`config.mk`:
```
export PLATFORM = sky130hd
export DESIGN_NAME = datapath_cw_sequencer
export DESIGN_NICKNAME = d
export VERILOG_FILES = /design/src/rtl/datapath_cw_sequencer.sv
export SDC_FILE = /design/constraint.sdc
export NUM_CORES = 2
export LEC_CHECK = 0
export CAP_MARGIN = 20
export CORE_MARGIN = 2
export CORE_UTILIZATION = 55
export DETAILED_ROUTE_END_ITERATION = 8
export PLACE_DENSITY = 0.79
export SLEW_MARGIN = 20
export SYNTH_ARGS = -nofsm -noshare
export SYNTH_HDL_FRONTEND = slang
export SYNTH_SLANG_ARGS = --single-unit
```
`constraint.sdc`:
```
create_clock -name clock -period 11.95 [get_ports clock]
set_clock_uncertainty 0.2 [all_clocks]
set_input_delay 2.39 -clock clock [delete_from_list [all_inputs] [get_ports clock]]
set_output_delay 2.39 -clock clock [all_outputs]
set_load 0.02 [all_outputs]
```
`src/rtl/datapath_cw_sequencer.sv`:
```
// Micro-op queue and issue FSM driving the LEGv8 datapath ControlWord/constant, one entry per cycle.
// Optional feature: define SEQ_SKIP_EN for status-conditional skip of the following entry.
module datapath_cw_sequencer #(
  parameter int unsigned DEPTH       = 16,
  parameter int unsigned HOLD_CYCLES = 2,
  parameter logic [24:0] NOP_CW      = 25'd0
) (
  input  logic        clock,
  input  logic        reset,
  input  logic        push_valid,
  output logic        push_ready,
  input  logic [24:0] push_cw,
  input  logic [63:0] push_const,
  input  logic [1:0]  push_op,
  input  logic        go,
  input  logic [3:0]  status,
  output logic [24:0] ControlWord,
  output logic [63:0] constant,
  output logic        busy,
  output logic        done,
  output logic [15:0] issue_count
);

  localparam int unsigned AW = $clog2(DEPTH);
  localparam int unsigned HW = $clog2(HOLD_CYCLES + 1);

  localparam logic [1:0] OpNormal = 2'b00;
  localparam logic [1:0] OpHold   = 2'b01;
  localparam logic [1:0] OpSkip   = 2'b10;
  localparam logic [1:0] OpHalt   = 2'b11;

  typedef enum logic [1:0] {StIdle, StRun, StHold, StSkip} state_e;

  logic [24:0] mem_cw    [DEPTH];
  logic [63:0] mem_const [DEPTH];
  logic [1:0]  mem_op    [DEPTH];

  logic [AW:0] wr_ptr_q, rd_ptr_q;
  logic        full, empty, push_en, pop;

  state_e      state_q, state_d;
  logic [24:0] cw_q, cw_d;
  logic [63:0] const_q, const_d;
  logic        done_q, done_d;
  logic [15:0] cnt_q, cnt_d;
  logic [HW-1:0] hcnt_q, hcnt_d;
  logic        issued_q, issued_d;
  logic [3:0]  status_q;
  logic        take;

  logic [24:0] head_cw;
  logic [63:0] head_const;
  logic [1:0]  head_op;

  assign empty      = (wr_ptr_q == rd_ptr_q);
  assign full       = (wr_ptr_q[AW] != rd_ptr_q[AW]) && (wr_ptr_q[AW-1:0] == rd_ptr_q[AW-1:0]);
  assign push_ready = !full;
  assign push_en    = push_valid && !full;

  assign head_cw    = mem_cw[rd_ptr_q[AW-1:0]];
  assign head_const = mem_const[rd_ptr_q[AW-1:0]];
  assign head_op    = mem_op[rd_ptr_q[AW-1:0]];

`ifdef SEQ_SKIP_EN
  logic [2:0] skip_sel_q, skip_sel_d;
  logic       skip_cond;
  assign skip_cond = status_q[skip_sel_q[1:0]] ^ skip_sel_q[2];
`else
  logic unused_status;
  assign unused_status = ^status_q;
`endif

  always_comb begin
    state_d  = state_q;
    cw_d     = NOP_CW;
    const_d  = const_q;
    done_d   = 1'b0;
    cnt_d    = cnt_q;
    hcnt_d   = hcnt_q;
    issued_d = 1'b0;
    pop      = 1'b0;
    take     = 1'b0;
`ifdef SEQ_SKIP_EN
    skip_sel_d = skip_sel_q;
`endif
    case (state_q)
      StIdle: begin
        if (go) begin
          if (empty) done_d = 1'b1;
          else       take   = 1'b1;
        end
      end
      StRun: take = 1'b1;
      StHold: begin
        if (hcnt_q == '0) take   = 1'b1;
        else              hcnt_d = hcnt_q - 1'b1;
      end
`ifdef SEQ_SKIP_EN
      StSkip: begin
        // Condition true: the entry after the SKIP is dropped while NOP_CW is driven.
        if (skip_cond) begin
          if (empty) begin
            state_d = StIdle;
            done_d  = 1'b1;
          end else begin
            pop     = 1'b1;
            state_d = StRun;
          end
        end else begin
          take = 1'b1;
        end
      end
`endif
      default: state_d = StIdle;
    endcase

    if (take) begin
      if (empty) begin
        state_d = StIdle;
        done_d  = 1'b1;
      end else begin
        pop = 1'b1;
        unique case (head_op)
          OpNormal, OpHold: begin
            cw_d     = head_cw;
            const_d  = head_const;
            cnt_d    = cnt_q + 16'd1;
            issued_d = 1'b1;
            state_d  = (head_op == OpHold) ? StHold : StRun;
            hcnt_d   = HW'(HOLD_CYCLES);
          end
          OpSkip: begin
`ifdef SEQ_SKIP_EN
            state_d    = StSkip;
            skip_sel_d = head_const[2:0];
`else
            state_d    = StRun;
`endif
          end
          OpHalt: begin
            state_d = StIdle;
            done_d  = 1'b1;
          end
          default: state_d = StIdle;
        endcase
      end
    end
  end

  always_ff @(posedge clock) begin
    if (push_en) begin
      mem_cw[wr_ptr_q[AW-1:0]]    <= push_cw;
      mem_const[wr_ptr_q[AW-1:0]] <= push_const;
      mem_op[wr_ptr_q[AW-1:0]]    <= push_op;
    end
  end

  always_ff @(posedge clock) begin
    if (reset) begin
      wr_ptr_q <= '0;
      rd_ptr_q <= '0;
      state_q  <= StIdle;
      cw_q     <= NOP_CW;
      const_q  <= '0;
      done_q   <= 1'b0;
      cnt_q    <= '0;
      hcnt_q   <= '0;
      issued_q <= 1'b0;
      status_q <= '0;
    end else begin
      if (push_en) wr_ptr_q <= wr_ptr_q + (AW+1)'(1);
      if (pop)     rd_ptr_q <= rd_ptr_q + (AW+1)'(1);
      state_q  <= state_d;
      cw_q     <= cw_d;
      const_q  <= const_d;
      done_q   <= done_d;
      cnt_q    <= cnt_d;
      hcnt_q   <= hcnt_d;
      issued_q <= issued_d;
      // Capture the status produced while an issued cw was on the datapath.
      if (issued_q) status_q <= status;
    end
  end

`ifdef SEQ_SKIP_EN
  always_ff @(posedge clock) begin
    if (reset) skip_sel_q <= '0;
    else       skip_sel_q <= skip_sel_d;
  end
`endif

  assign ControlWord = cw_q;
  assign constant    = const_q;
  assign done        = done_q;
  assign issue_count = cnt_q;
  assign busy        = (state_q == StRun) || (state_q == StHold) || (state_q == StSkip);

endmodule

```
# After elaboration in Yosys (flattened, before gate mapping)
# Memory sizes are Yosys's and may differ from the RTL's. A register that Yosys moved wholly into a read port is not among the register bits.
# Index checks and enable logic that the tools add are counted.
op_classes:
  add_sub_neg: 4
  n_eq_ne: 10
  n_mux: 25
  n_bitwise: 3
  reduce_logical: 12
ops:
  columns: ["cell", "n"]
  rows:
  - ["2-bit two-way mux", 9]
  - ["16-bit by 1-bit adder with 16-bit output (second input constant)", 1]
  - ["1-bit two-way mux", 12]
  - ["5-bit by 1-bit adder with 5-bit output (second input constant)", 2]
  - ["2-bit equality test (second input constant)", 4]
  - ["4-bit two-way mux", 2]
  - ["2-bit logical NOT", 3]
  - ["2-bit case mux with 3 select lines", 1]
  - ["5-bit equality test", 1]
  - ["2-bit by 1-bit equality test with 1-bit output (second input constant)", 2]
  - ["4-bit equality test", 1]
  - ["4-bit OR reduction", 1]
  - ["1-bit NOT", 3]
  - ["1-bit case mux with 3 select lines", 1]
  - ["3-bit AND reduction", 1]
  - ["3-bit OR reduction", 1]
  - ["1-bit logical AND", 2]
  - ["1-bit logical OR", 2]
  - ["2-bit by 1-bit inequality test with 1-bit output (second input constant)", 1]
  - ["2-bit OR reduction", 1]
  - ["2-bit by 1-bit subtractor with 2-bit output (second input constant)", 1]
  - ["1-bit logical NOT", 1]
  - ["1-bit inequality test", 1]
word_totals:
  reg_bits: 31
  mem_bits_rw: 1456
  output_inout_bits: 108
  elab_cells: 63
  mem_count: 3
memory_table:
  columns: ["memory", "depth", "word_bits", "read_ports", "rd_ports_with_merged_regs", "wr", "line", "text"]
  rows:
  - ["mem_const", 16, 64, 1, 1, 1, "35", "logic [63:0] mem_const [DEPTH];"]
  - ["mem_cw", 16, 25, 1, 1, 1, "34", "logic [24:0] mem_cw [DEPTH];"]
  - ["mem_op", 16, 2, 1, 1, 1, "36", "logic [1:0] mem_op [DEPTH];"]

# Logic depth before layout (Yosys ltp)
logic_depth:
  word_depth: 7
  ltp_mapped: 9
  ltp_nobuf: 5

# Worst setup path after synthesis
# No wires, ideal clock.
synth_path:
  path_kind: "input -> register"
  startpoint: "input port push_valid"
  endpoint: "memory mem_const[3][0] (enable)"
  setup_time_ns: 0.653
  arrival_ns: 8.732
  path_slack_ns: 2.365
  path_stages: 2
  n_path_buf: 0
  cell_sequence: "o211ai_1 > nor3_1"
synth_between:
  elab_chain_cells: 3
synth_lines:
  columns: ["item", "line", "text"]
  rows:
  - ["start, declared", "10", "input logic push_valid,"]
  - ["1-bit logical AND", "58", "assign push_en = push_valid && !full;"]
  - ["1-bit two-way mux", "151", "if (push_en) begin"]
  - ["1-bit two-way mux (implied by the code)", "153", "mem_const[wr_ptr_q[AW-1:0]] <= push_const;"]
  - ["end, declared", "35", null]
# Every way passes these cells.

# Worst setup path after layout
layout_path:
  startpoint: "register rd_ptr_q[0]"
  endpoint: "output port push_ready"
layout_between:
  elab_chain_cells: 3
layout_lines:
  columns: ["item", "line", "text"]
  rows:
  - ["start, declared", "38", "logic [AW:0] wr_ptr_q, rd_ptr_q;"]
  - ["start signal, assigned", "172", "if (pop) rd_ptr_q <= rd_ptr_q + (AW+1)'(1);"]
  - ["4-bit equality test", "56", "assign full = (wr_ptr_q[AW] != rd_ptr_q[AW]) && (wr_ptr_q[AW-1:0] == rd_ptr_q[AW-1:0]);"]
  - ["1-bit logical AND", "56", null]
  - ["1-bit logical NOT", "57", "assign push_ready = !full;"]
  - ["end, declared", "11", "output logic push_ready,"]
# Every way passes these cells.

==> results.md <==
- Type of the worst min-delay path: reg2reg
- Final slew viol count: 0
- CTS Buf Count: approximately 150
- Comb pwr share: around 16%
- Reg clk slew, reported paths: around 0.06 ns
- Vias in the first global route: between 30k and 40k
- Asr flop ratio synth: 0%
- Clock power frac: 36.6%
- Post-synthesis sequential area ratio: between 70% and 80%
- Setup Crit Path Kind: reg2out
- CTS tree: yes
- RSZ-0062 raised after global routing: false
- Critical-path maximum fanout: 27
- Crit-path cells: xnor2_1 -> nand4_1 -> nand2b_1 -> clkdlybuf4s50_1
- DP Wirelength: between 60 and 70 mm
- Initial antenna violation count: 19
- Max Freq: 175.7 MHz
- Main synth FF type: edfxtp_1
- Drt total wl: between 100 and 150 mm
- PortBufs: about 200
- Cells after Synth: ~2.6k
- Rows: 120
- Place WS: slightly below 6 ns
- Root Buffer: clkbuf_16
- Placed Instance Area: between 60000 and 70000 µm²
- Synthesized net count: 2697
- Library cells used by synthesis: 43
- Cts hold-fix bufs: 0
- Nets: about 3k
- First-pass GRT wire length: slightly above 200 mm
- VDD IR-drop max: ~0.17 mV
- Final setup vio count: 0
- Largest net degree at the start of global routing: between 100 and 150
- Ys Warns: 0
- Total negative setup slack: 0 ns
- WL/cell: ~32 µm
- Sink Count: around 1.6k
- H-tree depth: 4
- Slew @ Worst Pin: approximately 1.2 ns
- CP endpoint kind: primary output
- Total number of vias: slightly below 30k
- Yosys reg bits: about 1.6k
- Synth Cell Area: about 59000 µm²
- Die ar.: between 100000 and 150000 µm²
- Count of final hold-check violations: 0
- Post-CTS sizing: 0
- DR DRC count: 0
- Switching Share: approximately a quarter
- Post-synth EDFFs: between 1k and 1.5k
- Leak: 20.79 nW
- Worst path arrival time: approximately 3.1 ns
- Final ANT Viol Nets: 0
- # Post-CTS Setup Buffers: 0
- DR pass1 iterations: 6
- DIE WIDTH: 331.8 µm
- Die H: roughly 330 µm
- Share of layout cells above drive strength 1: around 25%
- Flop pwr share: a little under half
- Slowest stage delay, CP: just over 0.7 ns
- I/O pin cnt: around 210
- Power, Total: ~0.013 W
- Slowest CP cell: dfxtp_4
- Avg Inst Size Synth: between 20 and 25 µm²
- Clk_lat worst skew: around 0.75 ns
- Net Sw Power: approximately 0.0031 W
- Number of max-cap violations: 0
- Total grt overflow: 0
- GRT Total Usage: 25.32%
- Internal Power: 0.009960 W
- Crit path time final: ~5.7 ns
- Vias per inst: 6.687
- Max_slew headroom: roughly 23%
- Status: complete, no violations
- CORE AREA: ~110000 µm²
- Initial DRC Count: about 4.2k
- Critical Path Start Type: register
- Setup WS post-layout: approximately 6.3 ns
- Synth-to-Final Area Change: 14.61%
- Power density cells: between 150 and 200 nW/µm²
- GPL Wtd Cong: about 0.8
- Fin crit share: between 40 and 50%
- Clk buf depth: 3
- Design area: 67710 µm²
- Effective utilization at floorplan: 55.34%
- Critical path required time: around 9.4 ns
-- critical path: cells and delay by family (launching register included) --
kind	cells	cell delay (ns)
xor+xnor	1	0.19
flops	1	0.71
buf+inv	1	0.64
simple gates	2	0.81
-- placed cells by master, fill, tap and decap left out, drive strengths merged, types with 7 or more instances in the layout --
master         Yosys  layout
edfxtp          1456    1456
mux4             390     390
clkbuf            88     231
clkdlybuf4s50      0     201
dfxtp            124     124
a31o              65      65
a22o              64      64
a221oi            64      64
nor4              64      64
buf               78      48
clkinv             0      42
nor2b             31      31
nor2              18      18
and3              17      17
a21oi             15      15
o31ai             12      12
or4               11      11
nor3              10      10
inv                6      10
diode              0       8
o21a               8       8
nand2              8       8
xnor2              7       7
-- synthesized netlist by cell type, types with 5 or more instances --
master,number,area share [%]
and3_1,17,0.18
nor4_1,64,0.68
o21a_1,8,0.10
inv_1,5,0.032
nor3_1,10,0.085
buf_2,62,0.53
xnor2_1,7,0.10
or4_1,11,0.14
o211ai_1,5,0.064
mux4_2,390,15
a31o_2,37,0.55
a221oi_1,64,0.95
xor2_1,5,0.074
nand4_1,6,0.064
buf_1,12,0.076
nor2_1,18,0.11
o31ai_1,12,0.15
clkbuf_1,88,0.56
a21oi_1,15,0.13
nand2_1,8,0.051
ha_1,6,0.13
nand3_1,6,0.051
a31o_1,28,0.42
a22o_1,64,0.95
nor2b_1,31,0.33
mux2i_1,5,0.085
dfxtp_1,124,4.2
edfxtp_1,1456,74
-- routing by layer --
layer	share of wire [%]	track usage, %
met5	0.098	0
met1	37	34.54
met2	50	41.24
met4	3.0	9.502
met3	9.7	4.752
-- stage by stage --
stage / hold WS, ns / utilization, % / instances
floorplan: 0.2765 / - / 2592
global placement: 0.2627 / 58.66 / 4077
detailed placement: 0.2675 / 58.66 / 4077
CTS: 0.2871 / 63.39 / 4364
global route: 0.3035 / 63.43 / 4371
finish: 0.2802 / 63.43 / 4373
-- final timing paths --
path / startpoint / end / slack [ns] / cells after the start
hold reg to reg: constant[0] / constant[0] / 0.28 / 1
hold / removal: constant[0] / constant[0] / 0.28 / 1
setup / recovery: rd_ptr_q[0] / push_ready / 6.26 / 4
setup reg to reg: rd_ptr_q[0] / constant[19] / 6.54 / 8
-- power by group through the flow --
stage	sequential (W)	clock (W)	combinational, W
3_5_place_dp	0.00637	0	0.00203
5_1_grt	0.00626	0.00503	0.00218
2_1_floorplan	0.00638	0	0.00148
4_1_cts	0.00625	0.00484	0.00207
6_report	0.00625	0.00479	0.00205
3_3_place_gp	0.00636	0	0.00198
-- logic make-up after synthesis --
group                    count (synthesis)  share of synthesized area, %
flip-flops                            1580                         78.21
AO/OA/AOI/OAI                          240                         3.380
adder cells (fa/ha/maj)                  6                        0.1271
buffers and inverters                  172                         1.275
multiplexers                           397                         14.99
AND/OR/NAND/NOR                        185                         1.845
XOR/XNOR                                12                        0.1779
-- flip-flops by register name (all words and copies together), names as in the netlist, named ones only --
signal / flops
done: 1
issue_count: 16
mem_cw: 400
state_q: 2
rd_ptr_q: 5
constant: 64
wr_ptr_q: 5
mem_op: 32
hcnt_q: 2
mem_const: 1024
ControlWord: 25
-- cell type report --
cell class              instances  area, µm²
fillers                      6532      39040
multi-input cells             840      12250
repair buffers                249       2401
flip-flops and latches       1580      46210
clock inverters                56      495.5
inverters                       6      22.52
diodes                          8      20.02
well taps                    1403       1755
clock buffers                 231       4552
(Power assumes the default switching activity.)
